## src/rtl/l2cache_pkg.sv

```systemverilog
// Shared types and constants for the L1-to-L2 request arbiter.
package l2cache_pkg;

  localparam int unsigned L1_OFFSET_WIDTH = 2;
  localparam int unsigned LINE_W          = 32 * (1 << L1_OFFSET_WIDTH);

  localparam logic [1:0] FROM_OP = 2'd0;
  localparam logic [1:0] FROM_I  = 2'd1;
  localparam logic [1:0] FROM_DR = 2'd2;
  localparam logic [1:0] FROM_DW = 2'd3;

  typedef enum logic [1:0] {
    IDLE  = 2'd0,
    ISSUE = 2'd1,
    WAIT  = 2'd2
  } state_t;

  // Payload latched at grant time and held stable while the L2 owns it.
  typedef struct packed {
    logic [1:0]  from;
    logic        opflag;
    logic [31:0] opcode;
    logic [31:0] addr;
    logic [31:0] din;
    logic [3:0]  wstrb;
  } l2_req_t;

endpackage

```

## src/rtl/l2cache_arb_sel.sv

```systemverilog
// Fixed-priority requester select (op > D > I) with an Icache anti-starvation override.
module l2cache_arb_sel
  import l2cache_pkg::*;
#(
  parameter int unsigned STARVE_MAX = 8
) (
  input  logic       clk,
  input  logic       rst,
  input  logic       idle,
  input  logic       op_req,
  input  logic       dcache_req,
  input  logic       dcache_wr,
  input  logic       icache_req,
  output logic       grant_c,
  output logic [1:0] from_c
);

  localparam int unsigned CNT_W = $clog2(STARVE_MAX + 1);

  logic [CNT_W-1:0] starve_cnt;
  logic             starved;

  assign starved = icache_req && (starve_cnt == CNT_W'(STARVE_MAX));

  always_comb begin
    grant_c = idle && (op_req || dcache_req || icache_req);
    from_c  = FROM_I;
    if (starved) begin
      from_c = FROM_I;
    end else if (op_req) begin
      from_c = FROM_OP;
    end else if (dcache_req) begin
      from_c = dcache_wr ? FROM_DW : FROM_DR;
    end
  end

  // Counts grants that bypassed a waiting Icache; only meaningful in IDLE.
  always_ff @(posedge clk) begin
    if (rst) begin
      starve_cnt <= '0;
    end else if (idle) begin
      if (!icache_req || (grant_c && from_c == FROM_I)) begin
        starve_cnt <= '0;
      end else if (grant_c && starve_cnt != CNT_W'(STARVE_MAX)) begin
        starve_cnt <= starve_cnt + CNT_W'(1);
      end
    end
  end

endmodule

```

## src/rtl/l2cache_l1arbiter.sv

```systemverilog
// Single-outstanding sequencer between the I/D/cacop L1 requesters and the L2 request port.
module l2cache_l1arbiter
  import l2cache_pkg::*;
#(
  parameter int unsigned L1offset_width = L1_OFFSET_WIDTH,
  parameter int unsigned STARVE_MAX     = 8
) (
  input  logic                                clk,
  input  logic                                rst,
  input  logic                                icache_req,
  input  logic [31:0]                         icache_addr,
  output logic                                icache_addrOK,
  output logic                                icache_dataOK,
  output logic [32*(1<<L1offset_width)-1:0]   icache_dout,
  input  logic                                dcache_req,
  input  logic                                dcache_wr,
  input  logic [31:0]                         dcache_addr,
  input  logic [31:0]                         dcache_din,
  input  logic [3:0]                          dcache_wstrb,
  output logic                                dcache_addrOK,
  output logic                                dcache_dataOK,
  output logic [32*(1<<L1offset_width)-1:0]   dcache_dout,
  input  logic                                op_req,
  input  logic [31:0]                         op_code,
  input  logic [31:0]                         op_addr,
  output logic                                op_addrOK,
  output logic                                op_dataOK,
  output logic                                l2_req,
  output logic [1:0]                          l2_from,
  output logic                                l2_opflag,
  output logic [31:0]                         l2_opcode,
  output logic [31:0]                         l2_addr,
  output logic [31:0]                         l2_din,
  output logic [3:0]                          l2_wstrb,
  input  logic                                l2_addrOK,
  input  logic                                l2_dataOK,
  input  logic [32*(1<<L1offset_width)-1:0]   l2_dout
);

  state_t     state, next_state;
  l2_req_t    req_q, req_d;
  logic       grant;
  logic [1:0] grant_from;
  logic       addr_ok, data_ok;

  l2cache_arb_sel #(.STARVE_MAX(STARVE_MAX)) u_sel (
    .clk        (clk),
    .rst        (rst),
    .idle       (state == IDLE),
    .op_req     (op_req),
    .dcache_req (dcache_req),
    .dcache_wr  (dcache_wr),
    .icache_req (icache_req),
    .grant_c    (grant),
    .from_c     (grant_from)
  );

  // Winner's payload; fields the winner does not own are zeroed.
  always_comb begin
    req_d      = '0;
    req_d.from = grant_from;
    case (grant_from)
      FROM_OP: begin
        req_d.opflag = 1'b1;
        req_d.opcode = op_code;
        req_d.addr   = op_addr;
      end
      FROM_I:  req_d.addr = icache_addr;
      default: begin
        req_d.addr  = dcache_addr;
        req_d.din   = dcache_din;
        req_d.wstrb = dcache_wstrb;
      end
    endcase
  end

  always_ff @(posedge clk) begin
    if (rst) begin
      state <= IDLE;
      req_q <= '0;
    end else begin
      state <= next_state;
      if (state == IDLE && grant) req_q <= req_d;
    end
  end

  // L2 handshakes outside ISSUE/WAIT never reach a requester.
  always_comb begin
    next_state = state;
    addr_ok    = 1'b0;
    data_ok    = 1'b0;
    case (state)
      IDLE:  if (grant) next_state = ISSUE;
      ISSUE: begin
        if (l2_addrOK) begin
          addr_ok    = 1'b1;
          data_ok    = l2_dataOK;
          next_state = l2_dataOK ? IDLE : WAIT;
        end
      end
      WAIT: begin
        if (l2_dataOK) begin
          data_ok    = 1'b1;
          next_state = IDLE;
        end
      end
      default: next_state = IDLE;
    endcase
  end

  assign op_addrOK     = addr_ok && (req_q.from == FROM_OP);
  assign icache_addrOK = addr_ok && (req_q.from == FROM_I);
  assign dcache_addrOK = addr_ok && req_q.from[1];
  assign op_dataOK     = data_ok && (req_q.from == FROM_OP);
  assign icache_dataOK = data_ok && (req_q.from == FROM_I);
  assign dcache_dataOK = data_ok && req_q.from[1];

  assign icache_dout = l2_dout;
  assign dcache_dout = l2_dout;

  assign l2_req    = (state == ISSUE);
  assign l2_from   = req_q.from;
  assign l2_opflag = req_q.opflag;
  assign l2_opcode = req_q.opcode;
  assign l2_addr   = req_q.addr;
  assign l2_din    = req_q.din;
  assign l2_wstrb  = req_q.wstrb;

endmodule

```

## config.mk

```make
export PLATFORM = sky130hd
export DESIGN_NAME = l2cache_l1arbiter
export DESIGN_NICKNAME = d
export VERILOG_FILES = /design/src/rtl/l2cache_pkg.sv /design/src/rtl/l2cache_arb_sel.sv /design/src/rtl/l2cache_l1arbiter.sv
export SDC_FILE = /design/constraint.sdc
export NUM_CORES = 1
export LEC_CHECK = 0
export ABC_AREA = 1
export ABC_CLOCK_PERIOD_IN_PS = 2100
export CORE_AREA = 2 2 261 263
export CTS_BUF_LIST = sky130_fd_sc_hd__clkbuf_8
export CTS_CLUSTER_SIZE = 10
export DETAILED_ROUTE_END_ITERATION = 6
export DIE_AREA = 0 0 263 265
export SYNTH_ARGS = -nofsm -noshare
export SYNTH_HDL_FRONTEND = slang
export SYNTH_SLANG_ARGS = --single-unit
```

## constraint.sdc

```tcl
create_clock -name clk -period 2.1 [get_ports clk]
set_clock_uncertainty 0.1 [all_clocks]
set_input_delay 0.42 -clock clk [delete_from_list [all_inputs] [get_ports clk]]
set_output_delay 0.42 -clock clk [all_outputs]
set_load 0.1 [all_outputs]
```

# --- Word-level counts from Yosys, hierarchy flattened ---
# Index checks and enable logic that the tools add are counted.
# Widths: inputs -> output; s select.
totals:
  inputBits: 300
  reg_bits: 109
op_classes:
  n_reduce_logical: 22
  n_eq_ne: 9
  mux: 19
  n_addsub: 1
ops:
  columns: ["op", "count"]
  rows:
  - ["$pmux 32 s2", 1]
  - ["$mux 36", 1]
  - ["$mux 33", 1]
  - ["$mux 2", 7]
  - ["$logic_and 1x1->1", 11]
  - ["$mux 4", 2]
  - ["$eq 2x1->1 const B", 3]
  - ["$logic_not 2->1", 3]
  - ["$pmux 2 s3", 1]
  - ["$mux 1", 5]
  - ["$add 4x1->4 const B", 1]
  - ["$eq 4x4->1 const B", 1]
  - ["$ne 2x2->1 const B", 2]
  - ["$ne 4x4->1 const B", 1]
  - ["$logic_or 1x1->1", 3]
  - ["$reduce_and 3->1", 1]
  - ["$eq 2x2->1 const B", 1]
  - ["$ne 2x1->1 const B", 1]
  - ["$pmux 1 s2", 1]
  - ["$reduce_and 2->1", 1]
  - ["$reduce_bool 2->1", 1]
  - ["$reduce_or 2->1", 1]
  - ["$logic_not 1->1", 1]

# --- Logic depth before layout (Yosys ltp) ---
depth:
  depth_word: 9
  ltp_mapped: 12
  ltp_nobuf: 11

# --- Modules after synthesis ---
# A second synthesis with hierarchy kept.
unflattened:
  hier_cells: 921
  area_unflattened_um2: 6673.9
by_module_without_submodules:
  columns: ["module", "seq_area_each_um2", "n_inst", "area_per_inst_um2", "cells_each"]
  rows:
  - ["l2cache_l1arbiter", 2102.0, 1, 6409.9, 880]
  - ["l2cache_arb_sel", 80.1, 1, 264.0, 41]

# --- Least setup slack after synthesis ---
# Ideal clock, no wire load.
synth_path:
  path_kind: "register to output"
  start: "reg state[1]"
  end: "out icache_dataOK"
  path_stages_with_launch: 7
  t_arrival_ns: 3.680
  path_buffers: 0
  slack_ns: -2.100
  cell_sequence: "dfxtp_1 inv_1 ha_1 nand2_1 inv_1 o211ai_1 nor3_1"
synth_between:
  elab_chain_len: 3
  word_cells_on_any_way: 4
synth_lines:
  columns: ["element", "line", "text"]
  rows:
  - ["start, declared", "l2cache_l1arbiter.sv:40", "state_t state, next_state;"]
  - ["start signal, assigned", "l2cache_l1arbiter.sv:82", "state <= next_state;"]
  - ["$eq 2x1->1", null, null]
  - ["net l2_req", "l2cache_l1arbiter.sv:28", "output logic l2_req,"]
  - ["$pmux 1 s2", "l2cache_l1arbiter.sv:92", "case (state)"]
  - ["$logic_and 1x1->1", "l2cache_l1arbiter.sv:115", "assign icache_dataOK = data_ok && (req_q.from == FROM_I);"]
  - ["end, declared", "l2cache_l1arbiter.sv:13", "output logic icache_dataOK,"]
# The timed path passes the listed nets, and every way through them passes these cells.

# --- Worst setup path after layout ---
layout_path:
  start: "reg state[0]"
  end: "out op_dataOK"
layout_between:
  elab_chain_len: 3
  word_cells_on_any_way: 4
layout_lines:
  columns: ["element", "line", "text"]
  rows:
  - ["$eq 2x2->1 / $eq 2x1->1 (equally long branches)", "l2cache_l1arbiter.sv:92", null]
  - ["$pmux 1 s2 *", "l2cache_l1arbiter.sv:92", null]
  - ["$logic_and 1x1->1 *", "l2cache_l1arbiter.sv:114", "assign op_dataOK = data_ok && (req_q.from == FROM_OP);"]
  - ["end, declared", "l2cache_l1arbiter.sv:27", "output logic op_dataOK,"]
# Every way passes the cells marked *; elsewhere a longest branch is shown, timed or not.

==> metrics.md <==
| Metric | Value |
|---|---|
| Met3 usage in global routing | `0.0477` |
| Register area share after synthesis | `0.325` |
| Final setup viols | `4` |
| Final ANT Viol Nets | `0` |
| Top-area cell type share of the netlist area | `0.325` |
| Most common cell in the netlist | `nand2_1` |
| M2 GR Usage | `0.111` |
| Hold WS | `160 ps` |
| Critical path fanouts, max | `3` |
| Clk network pwr share | `0.240` |
| Outcome | `finished with violations` |
| Hold crit path type | `in2reg` |
| Logic pwr share | `0.418` |
| Largest family of logic cells by synthesized area | `buffers and inverters` |
| Ys flop type | `dfxtp_1` |
| Total Power | `6.84 mW` |
| Met1 GRT Util | `0.0715` |
| Commonest cells post-synth | `nand2_1, buf_4, dfxtp_1` |
| Tot GR Track Use | `0.0740` |
| Overflow after GRT | `0` |
| Syn_nets | `~1300` |
| DIE HEIGHT | `265 um` |
| Die area | `69700 um^2` |
| Synth Area in Simple Gates | `0.252` |
| Top-level I/O count | `around 670` |
| Async set-or-reset flop fraction in the synthesized netlist | `0` |
| Clk_lat worst skew | `430 ps` |
| First-pass GRT wire length | `37.8 mm` |
| Synth-to-Final Area Change | `38.0%` |
| Avg Vias per Cell | `3.13` |
| Switch Pwr | `2.96 mW` |
| DRC Markers | `0` |
| Area leader, netlist | `dfxtp_1` |
| Core area | `between 60000 and 70000 um^2` |
| Initial Utilization | `0.100` |
| H-Tree Depth | `3` |
| CTS Buf Count | `9` |
| Final hold vios | `0` |
| Final net count | `roughly 1300` |
| Die Width | `between 200 and 300 um` |
| Dpl hpwl | `between 20 and 25 mm` |
| CP startpoint kind | `flop` |
| Post-CTS Hold Buffers | `0` |
| Worst slew pin tran | `~390 ps` |
| Sequential power share | `0.342` |
| DR pass1 iterations | `5` |
| CTS tree | `yes` |
| Iter 0 DRT Violations | `225` |
| Yosys reg bits | `109` |
| Compound-Gate Fraction of Synth Area | `0.0770` |
| Crit path kind | `reg2out` |
| Slew headroom | `0.742` |
| Max Cap Viol | `0` |
| Crit path arrival time | `1720 ps` |
| Row Count | `95` |
| Average size of a mapped cell | `between 6 and 7 um^2` |
| Worst setup EP type | `output pin` |
| Adder-cell share of the synthesized area | `0.00932` |
| Leading post-synthesis cells by cell area | `dfxtp_1, buf_4, nand2_1, a21oi_1, nor2_1` |
| Pint | `between 3 and 4 mW` |
| EDFF count, synth | `0` |
| Maximum clock insertion buffer count | `2` |
| Busiest grt layer | `met2` |
| Switching Share | `0.433` |
| Mux share of post-synthesis cell area | `0` |
| Post-synthesis xor/xnor area fraction | `0` |
| PortBufs | `281` |
| CTS sink cnt | `109` |
| Number of global-route vias before repair | `about 6000` |
| RSZ-0062 raised after global routing | `true` |
| Period Utilization, post-route | `1.07` |
| Per-cell routed wire length | `13.9 um` |
| Worst-path clk slew | `approximately 130 ps` |
| Share of cells above drive strength 1 | `0.201` |
| Mapped Area | `6710 um^2` |
| Max Fclk | `between 400 and 500 MHz` |
| Largest net degree at the start of global routing | `49` |
| Root Driver | `clkbuf_8` |
| Max-slew violations | `0` |
| Failing checks | `negative setup slack` |
| Leak | `3.75 nW` |
| Final GP Congestion | `0.772` |
| Final WS setup | `-138 ps` |
| Final wirelength | `26.4 mm` |
| Worst VDD drop | `approximately 340 uV` |
| CP required | `1580 ps` |
| Tmin final | `2240 ps` |
| Antenna violations before repair | `4` |
| Yosys Warn Count | `0` |
| Syn Inst Count | `981` |
| Vias post-DR | `roughly 6000` |
| Post-synth cell types | `20` |
| Cell area power density | `739 nW/um^2` |
## cell type report
cell class | count | area, um^2
clock inverters | 6 | 104
fillers | 7731 | 57500
flip-flops and latches | 109 | 2190
well taps | 873 | 1090
diodes | 1 | 2.50
inverters | 35 | 131
multi-input cells | 538 | 2400
clock buffers | 10 | 138
repair buffers | 334 | 3210
## cell families (layout without fill, tap and decap cells)
| kind of cell | Yosys count | after routing |
|---|---|---|
| and+or+nand+nor | 432 | 432 |
| adders and majority gates | 5 | 5 |
| buffers and inverters | 334 | 385 |
| AOI/OAI and AO/OA | 101 | 101 |
| DFF | 109 | 109 |
| other | 0 | 1 |
## worst max-delay path, cell delays in order, from the launching register on
cell	delay [ps]
dfxtp_2	380
inv_2	70
ha_4	250
o211ai_1	70
buf_4	170
nor3_4	150
buf_12	200
## power groups by stage
| stage | Sequential, mW | Clock (mW) | Combinational (mW) |
|---|---|---|---|
| after global routing | 2.37 | 1.84 | 3.03 |
| after floorplan | 3.48 | 0 | 2.98 |
| final | 2.34 | 1.64 | 2.86 |
| after detailed placement | 2.39 | 0 | 2.87 |
| after global placement | 2.39 | 0 | 2.87 |
| after CTS | 2.34 | 1.79 | 2.89 |
## state kept, by name, summed over array words and instances, names as in the netlist
name,flops
l2_from,2
l2_din,32
l2_addr,32
l2_opcode,32
l2_opflag,1
l2_wstrb,4
u_sel.starve_cnt,4
state,2
## layout by cell type, fill, tap and decap left out, drive strengths merged, types with 5 or more instances in the layout
master	n
a21oi	75
dfxtp	109
clkdlybuf4s50	170
ha	5
nand3	34
clkbuf	10
nor2	95
nor3	7
inv	37
buf	164
o21ai	23
nand2	295
## metal layers
| metal | part of all wire | vias up |
|---|---|---|
| met4 | 0.065 | 8 |
| li1 | - | 2871 |
| met2 | 0.43 | 394 |
| met3 | 0.15 | 130 |
| met5 | 0.0056 | - |
| met1 | 0.35 | 2557 |
## timing repair
item,4_1_cts,5_1_grt
endpoints found under the setup margin,6,6
gates cloned,0,0
buffers inserted,3,1
endpoints found under the hold margin,0,0
gates resized for setup,5,0
pin swaps,2,1
## path summary, 6_finish.rpt
path	from	to	slack (ps)	depth (start not counted)
worst min register to register	l2_opcode[19]	l2_opcode[19]	370	2
worst max-delay path	state[0]	op_dataOK	-140	6
worst max register to register	u_sel.starve_cnt[0]	l2_addr[20]	220	13
worst min-delay path	rst	l2_opcode[30]	160	2
## through the flow
step | utilization | setup slack (ps) | setup TNS (ps) | cells | cell area [um^2]
after floorplan | - | -428 | -1390 | 981 | 6790
after global placement | 0.134 | -221 | -11630 | 1886 | 8970
after global routing | 0.139 | -274 | -1080 | 1906 | 9260
after CTS | 0.139 | -235 | -709 | 1905 | 9260
final | 0.139 | -138 | -364 | 1906 | 9260
after detailed placement | 0.134 | -220 | -12680 | 1886 | 8970
No activity file was read; power rests on OpenSTA's default activity.
